**config.mk**
```make
export PLATFORM = sky130hd
export DESIGN_NAME = instruction_fetch_unit_flat
export DESIGN_NICKNAME = d
export VERILOG_FILES = /design/src/rtl/instruction_fetch_unit_if.sv /design/src/rtl/instruction_fetch_unit.sv /design/src/flat_wrapper.sv
export SDC_FILE = /design/constraint.sdc
export NUM_CORES = 1
export LEC_CHECK = 0
export CORE_MARGIN = 8
export CORE_UTILIZATION = 42
export DETAILED_ROUTE_END_ITERATION = 10
export GPL_ROUTABILITY_DRIVEN = 0
export PLACE_DENSITY = 0.63
export SLEW_MARGIN = 5
export SYNTH_ARGS = -nofsm -noshare
export SYNTH_HDL_FRONTEND = slang
export SYNTH_SLANG_ARGS = --single-unit
```
**constraint.sdc**
```tcl
create_clock -name clock -period 11.7 [get_ports clock]
set_clock_uncertainty 0.15 [all_clocks]
set_input_delay 1.17 -clock clock [delete_from_list [all_inputs] [get_ports clock]]
set_output_delay 1.17 -clock clock [all_outputs]
set_load 0.05 [all_outputs]
```
**src/rtl/instruction_fetch_unit_if.sv**
```systemverilog
// Fetch-unit bus bundle: instruction-memory request/response plus the decode handshake.
// master = fetch unit, slave = memory/decode environment.
interface instruction_fetch_unit_if #(
  parameter int ADDR_WIDTH = 32,
  parameter int DATA_WIDTH = 32
);
  logic                  fetchEnable;
  logic                  redirectValid;
  logic [ADDR_WIDTH-1:0] redirectTarget;
  logic                  imemReadEnable;
  logic [ADDR_WIDTH-1:0] imemAddress;
  logic [DATA_WIDTH-1:0] imemReadData;
  logic                  instrValid;
  logic                  instrReady;
  logic [DATA_WIDTH-1:0] instruction;
  logic [ADDR_WIDTH-1:0] instrPC;
  logic                  misalignError;

  modport master (
    input  fetchEnable, redirectValid, redirectTarget, imemReadData, instrReady,
    output imemReadEnable, imemAddress, instrValid, instruction, instrPC, misalignError
  );

  modport slave (
    output fetchEnable, redirectValid, redirectTarget, imemReadData, instrReady,
    input  imemReadEnable, imemAddress, instrValid, instruction, instrPC, misalignError
  );
endinterface

```
**src/rtl/instruction_fetch_unit.sv**
```systemverilog
// Fetch stage: owns the PC, issues one-cycle-latency word reads, queues (pc, instr) for decode.
// Optional macro FETCH_ALIGN_CHECK_EN: misaligned redirects are ignored and flag misalignError.
module instruction_fetch_unit #(
  parameter int                    ADDR_WIDTH  = 32,
  parameter int                    DATA_WIDTH  = 32,
  parameter int                    QUEUE_DEPTH = 2,
  parameter logic [ADDR_WIDTH-1:0] RESET_PC    = '0
) (
  input logic                  clock,
  input logic                  reset,
  instruction_fetch_unit_if.master bus
);
  localparam int PTR_W = $clog2(QUEUE_DEPTH);
  localparam int CNT_W = PTR_W + 1;
  localparam int SUM_W = CNT_W + 1;

  typedef enum logic [1:0] {IDLE, RUN, STALL} fetchStateT;

  fetchStateT            state, lastState;
  logic [ADDR_WIDTH-1:0] pc, reqPC, redirectPC;
  logic [PTR_W-1:0]      rdPtr, wrPtr;
  logic [CNT_W-1:0]      count;
  logic [SUM_W-1:0]      used, limit;
  logic                  inflight, pop, push, credit, redirectTaken;

  logic [DATA_WIDTH-1:0] dataMem [QUEUE_DEPTH];
  logic [ADDR_WIDTH-1:0] pcMem   [QUEUE_DEPTH];

`ifdef FETCH_ALIGN_CHECK_EN
  logic misalignFlag;
  assign redirectTaken = bus.redirectValid && (bus.redirectTarget[1:0] == 2'b00);
  assign redirectPC    = bus.redirectTarget;

  always_ff @(posedge clock or posedge reset) begin
    if (reset)                                          misalignFlag <= 1'b0;
    else if (bus.redirectValid && !redirectTaken)       misalignFlag <= 1'b1;
  end
  assign bus.misalignError = misalignFlag;
`else
  assign redirectTaken     = bus.redirectValid;
  assign redirectPC        = bus.redirectTarget & ~ADDR_WIDTH'(3);
  assign bus.misalignError = 1'b0;
`endif

  // A RUN cycle always leaves exactly one response arriving next cycle.
  assign inflight = (lastState == RUN);

  assign bus.instrValid  = (count != '0);
  assign bus.instruction = bus.instrValid ? dataMem[rdPtr] : '0;
  assign bus.instrPC     = bus.instrValid ? pcMem[rdPtr]   : '0;

  assign pop  = bus.instrValid && bus.instrReady;
  assign push = inflight && !redirectTaken;

  // A pop frees its slot in the same cycle, so it raises the limit rather than lowering usage.
  assign used   = SUM_W'(count) + SUM_W'(inflight);
  assign limit  = SUM_W'(QUEUE_DEPTH) + SUM_W'(pop);
  assign credit = used < limit;

  // NOTE: every always_comb output gets a default first so no path leaves it unassigned (no latch).
  always_comb begin
    state           = IDLE;
    bus.imemAddress = pc;
    if (reset) begin
      state = IDLE;
    end else if (bus.fetchEnable) begin
      if (redirectTaken) begin
        // The queue is being flushed, so the target fetch needs no credit.
        state           = RUN;
        bus.imemAddress = redirectPC;
      end else if (credit) begin
        state = RUN;
      end else begin
        state = STALL;
      end
    end
  end

  assign bus.imemReadEnable = (state == RUN);

  // NOTE: sequential state uses non-blocking assignments so all registers update from pre-edge values.
  always_ff @(posedge clock or posedge reset) begin
    if (reset) begin
      lastState <= IDLE;
      pc        <= RESET_PC;
      reqPC     <= '0;
      rdPtr     <= '0;
      wrPtr     <= '0;
      count     <= '0;
    end else begin
      lastState <= state;
      if (state == RUN) begin
        pc    <= bus.imemAddress + ADDR_WIDTH'(4);
        reqPC <= bus.imemAddress;
      end else if (redirectTaken) begin
        pc <= redirectPC;
      end

      if (redirectTaken) begin
        rdPtr <= '0;
        wrPtr <= '0;
        count <= '0;
      end else begin
        if (push) wrPtr <= wrPtr + PTR_W'(1);
        if (pop)  rdPtr <= rdPtr + PTR_W'(1);
        count <= count + CNT_W'(push) - CNT_W'(pop);
      end
    end
  end

  // NOTE: queue storage is not reset; count gates every read, so stale contents are never visible.
  always_ff @(posedge clock) begin
    if (push) begin
      dataMem[wrPtr] <= bus.imemReadData;
      pcMem[wrPtr]   <= reqPC;
    end
  end
endmodule
```
**src/flat_wrapper.sv**
```systemverilog
// flat-port wrapper written by rule: the top's interface ports become plain ports
module instruction_fetch_unit_flat 
#(
  parameter int                    ADDR_WIDTH  = 32,
  parameter int                    DATA_WIDTH  = 32,
  parameter int                    QUEUE_DEPTH = 2,
  parameter logic [ADDR_WIDTH-1:0] RESET_PC    = '0
)
  (clock, reset, bus_fetchEnable, bus_redirectValid, bus_redirectTarget, bus_imemReadData, bus_instrReady, bus_imemReadEnable, bus_imemAddress, bus_instrValid, bus_instruction, bus_instrPC, bus_misalignError);
  instruction_fetch_unit_if #(.ADDR_WIDTH(ADDR_WIDTH), .DATA_WIDTH(DATA_WIDTH)) bus_i ();
  input logic clock;
  input logic reset;
  input wire logic [$bits(bus_i.fetchEnable)-1:0] bus_fetchEnable;
  input wire logic [$bits(bus_i.redirectValid)-1:0] bus_redirectValid;
  input wire logic [$bits(bus_i.redirectTarget)-1:0] bus_redirectTarget;
  input wire logic [$bits(bus_i.imemReadData)-1:0] bus_imemReadData;
  input wire logic [$bits(bus_i.instrReady)-1:0] bus_instrReady;
  output wire logic [$bits(bus_i.imemReadEnable)-1:0] bus_imemReadEnable;
  output wire logic [$bits(bus_i.imemAddress)-1:0] bus_imemAddress;
  output wire logic [$bits(bus_i.instrValid)-1:0] bus_instrValid;
  output wire logic [$bits(bus_i.instruction)-1:0] bus_instruction;
  output wire logic [$bits(bus_i.instrPC)-1:0] bus_instrPC;
  output wire logic [$bits(bus_i.misalignError)-1:0] bus_misalignError;
  assign bus_i.fetchEnable = bus_fetchEnable;
  assign bus_i.redirectValid = bus_redirectValid;
  assign bus_i.redirectTarget = bus_redirectTarget;
  assign bus_i.imemReadData = bus_imemReadData;
  assign bus_i.instrReady = bus_instrReady;
  assign bus_imemReadEnable = bus_i.imemReadEnable;
  assign bus_imemAddress = bus_i.imemAddress;
  assign bus_instrValid = bus_i.instrValid;
  assign bus_instruction = bus_i.instruction;
  assign bus_instrPC = bus_i.instrPC;
  assign bus_misalignError = bus_i.misalignError;
  instruction_fetch_unit #(.ADDR_WIDTH(ADDR_WIDTH), .DATA_WIDTH(DATA_WIDTH), .QUEUE_DEPTH(QUEUE_DEPTH), .RESET_PC(RESET_PC)) u_core (.clock(clock), .reset(reset), .bus(bus_i));
endmodule
```
Yosys cells after proc, flatten, opt, wreduce, memory -nomap -nowiden:

Memory sizes are Yosys's and may differ from the RTL's.
Cells that the tools add are included.

* register bits after elaboration: 70
* memories kept: 2
* bits of input ports: 69
* latch bits: 0
* output and inout port bits: 99
* word-level logic and storage cells: 41
* RAM bits: 128
* ROM bits: 0

Memory list
* u_core.dataMem: words 2, bits a word 32, rd ports 1, clocked after memory_dff 0, write ports 1, line instruction_fetch_unit.sv:26 `logic [DATA_WIDTH-1:0] dataMem [QUEUE_DEPTH];`
* u_core.pcMem: words 2, bits a word 32, rd ports 1, clocked after memory_dff 0, write ports 1, line instruction_fetch_unit.sv:27 `logic [ADDR_WIDTH-1:0] pcMem [QUEUE_DEPTH];`

* bitwise logic cells: 0
* equality and inequality tests: 2
* $add $sub $neg: 7
* muxes and demuxes: 17
* reduce and logical (&&, ||, !) cells: 6
* divide/modulo/power cells: 0
* order comparisons: 1
* $mul: 0
* shifts and indexed selects: 0

Operator list (number)
* $mux 32: 6
* $add 32x3->32 const B: 1
* $mux 2: 5
* $mux 1: 6
* $reduce_bool 2->1: 3
* $eq 2x1->1 const B: 2
* $add 2x1->3: 1
* $add 2x1->3 const A: 1
* $lt 3x3->1: 1
* $add 1x1->1 const B: 2
* $add 2x1->2: 1
* $logic_and 1x1->1: 2
* $sub 2x1->2: 1
* $logic_not 1->1: 1

Logic depth before layout (Yosys ltp):

* word-level depth: 10
* mapped depth: 14
* depth with buffers taken out: 9

Least setup slack after synthesis:

OpenSTA, ideal clock, no wires.

* kind: input port to flip-flop
* start: input bus_redirectValid
* end: memory u_core.dataMem[0][0] (enable)
* data required time: 11056 ps
* cell stages on the path: 5
* setup time: 494 ps
* path buffers: 2
* arrival time: 4647 ps
* path slack: 6409 ps
* cell sequence: buf_6 inv_1 clkbuf_1 and2_1 nor2b_1

* word-level cells in the longest chain between the ends: 4

Ends and longest elaborated chain
* start: declaration: line flat_wrapper.sv:14 `input wire logic [$bits(bus_i.redirectValid)-1:0] bus_redirectValid;`
* $logic_not 1->1: line instruction_fetch_unit.sv:53 `assign push = inflight && !redirectTaken;`
* $logic_and 1x1->1: line instruction_fetch_unit.sv:53
* $mux 1: line instruction_fetch_unit.sv:113 `if (push) begin`
* $mux 1 (not written as such): line instruction_fetch_unit.sv:114 `dataMem[wrPtr] <= bus.imemReadData;`
* end: declaration: line instruction_fetch_unit.sv:26

No other way between the ends.

Final worst setup path:

* start: input bus_redirectValid
* end: output bus_imemAddress[17]

* word-level cells in the longest chain between the ends: 3

Ends and longest elaborated chain
* $mux 32
* $mux 32: line instruction_fetch_unit.sv:66 `end else if (bus.fetchEnable) begin`
* $mux 32: line instruction_fetch_unit.sv:64 `if (reset) begin`
* end: declaration: line flat_wrapper.sv:19 `output wire logic [$bits(bus_i.imemAddress)-1:0] bus_imemAddress;`

No other way between the ends.

==> reports/metrics.sh <==
RUN_STATUS='complete, no violations'
R2R-END='u_core.pc[15]'
COREAREA_UM2=21100
WORST_CASE_CLOCK_BUFFER_DEPTH=2
CRITICAL_PATH.ENDPOINT='bus_imemAddress[17]'
GLOBALROUTE.BUSIESTLAYER='met2'
NUMBER_OF_GLOBAL_ROUTE_VIAS_BEFORE_REPAIR=6045
CLOCKROOTBUFFER='clkbuf_16'
SYNTH_AREA_PER_CELL_UM2=12.2
SLEW_VIOL_FINAL=0
DETAILED_PLACE.AREA_UM2=10900
RELSLEWSLACK_PCT=34.5
ROUTED_WIRELENGTH_MM=21.4
YOSYS_WARNINGS=0
GRT_MAX_DEGREE=71
ANTENNA_FOUND_INITIAL=0
POSTCTSRESIZEDCELLS=0
DETAIL_ROUTE.FIRST_PASS.ITERATIONS=5
WORST_SETUP_PATH_STARTPOINT='bus_redirectValid'
FLOORPLAN.ROWS=53
WL_PER_CELL_UM=18.1
SYNTH_CELLS=742
DRIVE_GT1_SHARE_PCT=8.92
STDCELL_AREA_UM2=11500
CLKSLEWWORSTSETUPHOLDPATHS_NS=0.07
POST_SYNTH_EDFFS=128
CRITPATHBUFINV=5
GLOBAL_ROUTE.USAGE.TOTAL_PCT=16.1
POSTCTSSETUPBUFFERS=0
MET1_TRACK_DEMAND_OVER_RESOURCE_PCT=21.3
HOLD-WORST-SLACK_NS=0.313
DP.CELLS=1151
SYNTHTOPCELLSBYAREA='edfxtp_1 (43%), dfrtp_1 (19%), mux2i_1 (11%)'
SYN-NUM-NETS=816
DESIGN.PORTCOUNT=168
WORST_HOLD_CLASS='reg2reg'
WORSTPATHARRIVAL_NS=4.09
NETLIST-CELL-TYPE-COUNT=55
CP_CELL_SEQUENCE='buf_2 > buf_4 > and3b_2 > buf_4 > mux2i_1 > inv_1 > clkdlybuf4s50_1'
POWER.DENSITY_nW_PER_UM2=215
YS_FF_LATCH=198
SYN_AREA_UM2=9040
H-TREE-DEPTH=4
FF2FF_PATH_DEPTH=10
POST_ROUTE_CLOCK_PERIOD_UTILIZATION_PCT=46.2
CP_NUM_CELLS=7
CRIT_FAMILY='buffers and inverters'
TIMING.RR.START='u_core.lastState[1]'
PORT_BUFFERS=164
DIE_AREA_UM2=26500
FINALHOLDVIOLCOUNT=0
POST-DP-HPWL_MM=14.1
SYNTH.YOSYS.SEQ_AREA_SHARE_PCT=61.9
FINALCRITICALPERIOD_NS=5.41
FINAL-INSTANCE-COUNT-EXCL-FILL=1183
NETLIST.TOP_CELL.BY_AREA='edfxtp_1'
YOSYS_MOST_USED_DFF='edfxtp_1'
CRITICAL_PATH.MOST_COMMON_CELL='buf_4'
MAX-CAP-VIOLATIONS=0
SLOWEST_STAGE='clkdlybuf4s50_1'
CTS_INSERTED_BUFFERS=17
SYNTH_TOP_CELL_AREA_SHARE_PCT=42.5
VDD_DROP_MAX_mV=0.114
WORST-R2R-SETUP-SLACK_NS=8.44
FINISH.NET_COUNT=969
SETUP_TOTAL_NEGATIVE_SLACK_NS=0
POSTSYNTH.ASYNCRESETSHARE_PCT=35.4
CTS.SINKS=198
TIMING.CRITICAL_PATH.REQUIRED_NS=10.38
INITIAL_UTILIZATION_PCT=42.9
GRT_OVERFLOW=0
FINAL_CORE_UTILIZATION_PCT=54.6
POST_CTS_HOLD_BUFFER_COUNT=0
GRT.MET2_USAGE_PCT=26.3
WORST-PATH-MAX-FANOUT=54
N_ANTENNA_CELL=0
INITIALDRTVIOLATIONCOUNT=395
CLKLATENCYLATEPIN_NS=0.43
AREA_GROWTH_SYN_TO_LAYOUT_PCT=27.3
GRTUSAGEMET3_PCT=3.59
FLOORPLAN.DIE.WIDTH_UM=163
ROUTE.DETAILED.DRC=0
LEAKAGE_POWER_nW=4.29
ANTENNA_VIOLATING_NETS_POST_ROUTE=0
VIAS=6159
CRITICALPATHCATEGORY='in2out'
START_KIND='input port'
SETUP_VIOL=0
CLOCK.FMAX_MHz=185
CRITPATHCAPTURETYPE='primary output'
DIE_Y_UM=163
GRT_FIRST_PASS_WIRELENGTH_MM=33.5
TRITONCTS_CLOCK_TREE='done'
ROUTE.DETAILED.VIAS_PER_INST=5.21
CRITICAL-PATH-MAX-STAGE-DELAY_NS=0.77
RSZ0062_AT_GRT='no'
WORST-SLEW-PIN-TRANSITION_NS=0.982
==> final cells by class <==
cell class	count	area [um^2]
inverters	17	63.8
flip-flops and latches	198	5600
clock inverters	15	145
well taps	275	344
multi-input cells	487	3220
clock buffers	17	425
repair buffers	174	1710
fillers	1827	9580
==> worst reg2reg max path: stages, from the launching register on <==
cell,delay [ns]
dfrtp_1,0.37
nor2b_1,0.28
ha_1,0.22
ha_1,0.23
o211ai_1,0.08
nand2_1,0.23
inv_1,0.61
buf_4,0.36
nand3_1,0.22
a21oi_1,0.23
mux2i_1,0.21
==> Yosys cell counts (5+ instances only) <==
master,count
dfrtp_1,70
mux2_2,23
and2_1,6
o21ai_0,23
a22oi_1,9
xnor2_1,10
nand2_1,97
nor2b_1,10
mux2i_1,103
buf_1,6
buf_2,6
nor4_1,7
nand3_1,15
inv_1,17
a31oi_1,6
ha_1,5
clkbuf_1,24
nor2_1,94
nand4_1,8
nor3_1,9
edfxtp_1,128
a21oi_1,12
==> worst min path at each step <==
stage,from,to,slack [ns],cells past startpoint
after CTS,u_core.reqPC[15],u_core.pcMem[0][15],0.32,0
final,u_core.reqPC[15],u_core.pcMem[0][15],0.31,0
after floorplan,u_core.reqPC[0],u_core.pcMem[0][0],0.29,0
after detailed placement,u_core.reqPC[13],u_core.pcMem[1][13],0.31,0
after global placement,u_core.reqPC[26],u_core.pcMem[1][26],0.30,0
after global routing,u_core.reqPC[10],u_core.pcMem[0][10],0.33,0
==> cells in the final DEF (no fill, tap or decap), types with 12 or more instances in the layout <==
master / Yosys / final
edfxtp_1: 128 / 128
o21ai_0: 23 / 23
a21oi_1: 12 / 12
mux2i_1: 103 / 103
nand3_1: 15 / 15
dfrtp_1: 70 / 69
nand2_1: 97 / 97
clkdlybuf4s50_1: 0 / 163
mux2_2: 23 / 23
nor2_1: 94 / 93
clkbuf_16: 0 / 17
inv_1: 17 / 16
==> registers in the layout (all words and copies together) (netlist names) <==
name,flops
u_core.pc,32
u_core.rdPtr,1
u_core.dataMem,64
u_core.lastState,2
u_core.wrPtr,1
u_core.pcMem,64
u_core.count,2
u_core.reqPC,32
==> stage by stage <==
step                total power [W]  setup slack (ns)
finish                      0.00248              6.29
global route                0.00259              6.11
CTS                         0.00251              6.27
detailed placement          0.00194              6.27
global placement            0.00193              6.28
floorplan                   0.00159              6.41
==> metal layers <==
layer	up-vias	part of all wire, %	routed length, um
li1	2973	-	-
met1	3010	45	9560
met2	160	49	10500
met3	16	5.4	1160
met4	0	0.92	197
met5	-	0	0
==> power by group <==
part / internal, W / switching [W] / total [W]
logic: 0.000338 / 0.000662 / 0.00100
registers: 0.000842 / 0.0000643 / 0.000906
clock network: 0.000299 / 0.000271 / 0.000570
total: 0.00148 / 0.000997 / 0.00248
==> cells by family after synthesis <==
family,count (synthesis),share of synthesized area [%]
buffers and inverters,57,2.74
muxes,128,14.6
AOI/OAI and AO/OA,71,5.01
DFF,198,61.9
xor gates and xnor gates,12,1.16
other,1,0.0415
and+or+nand+nor,270,13.8
adders and majority gates,5,0.692
No activity file was read; power rests on OpenSTA's default activity.
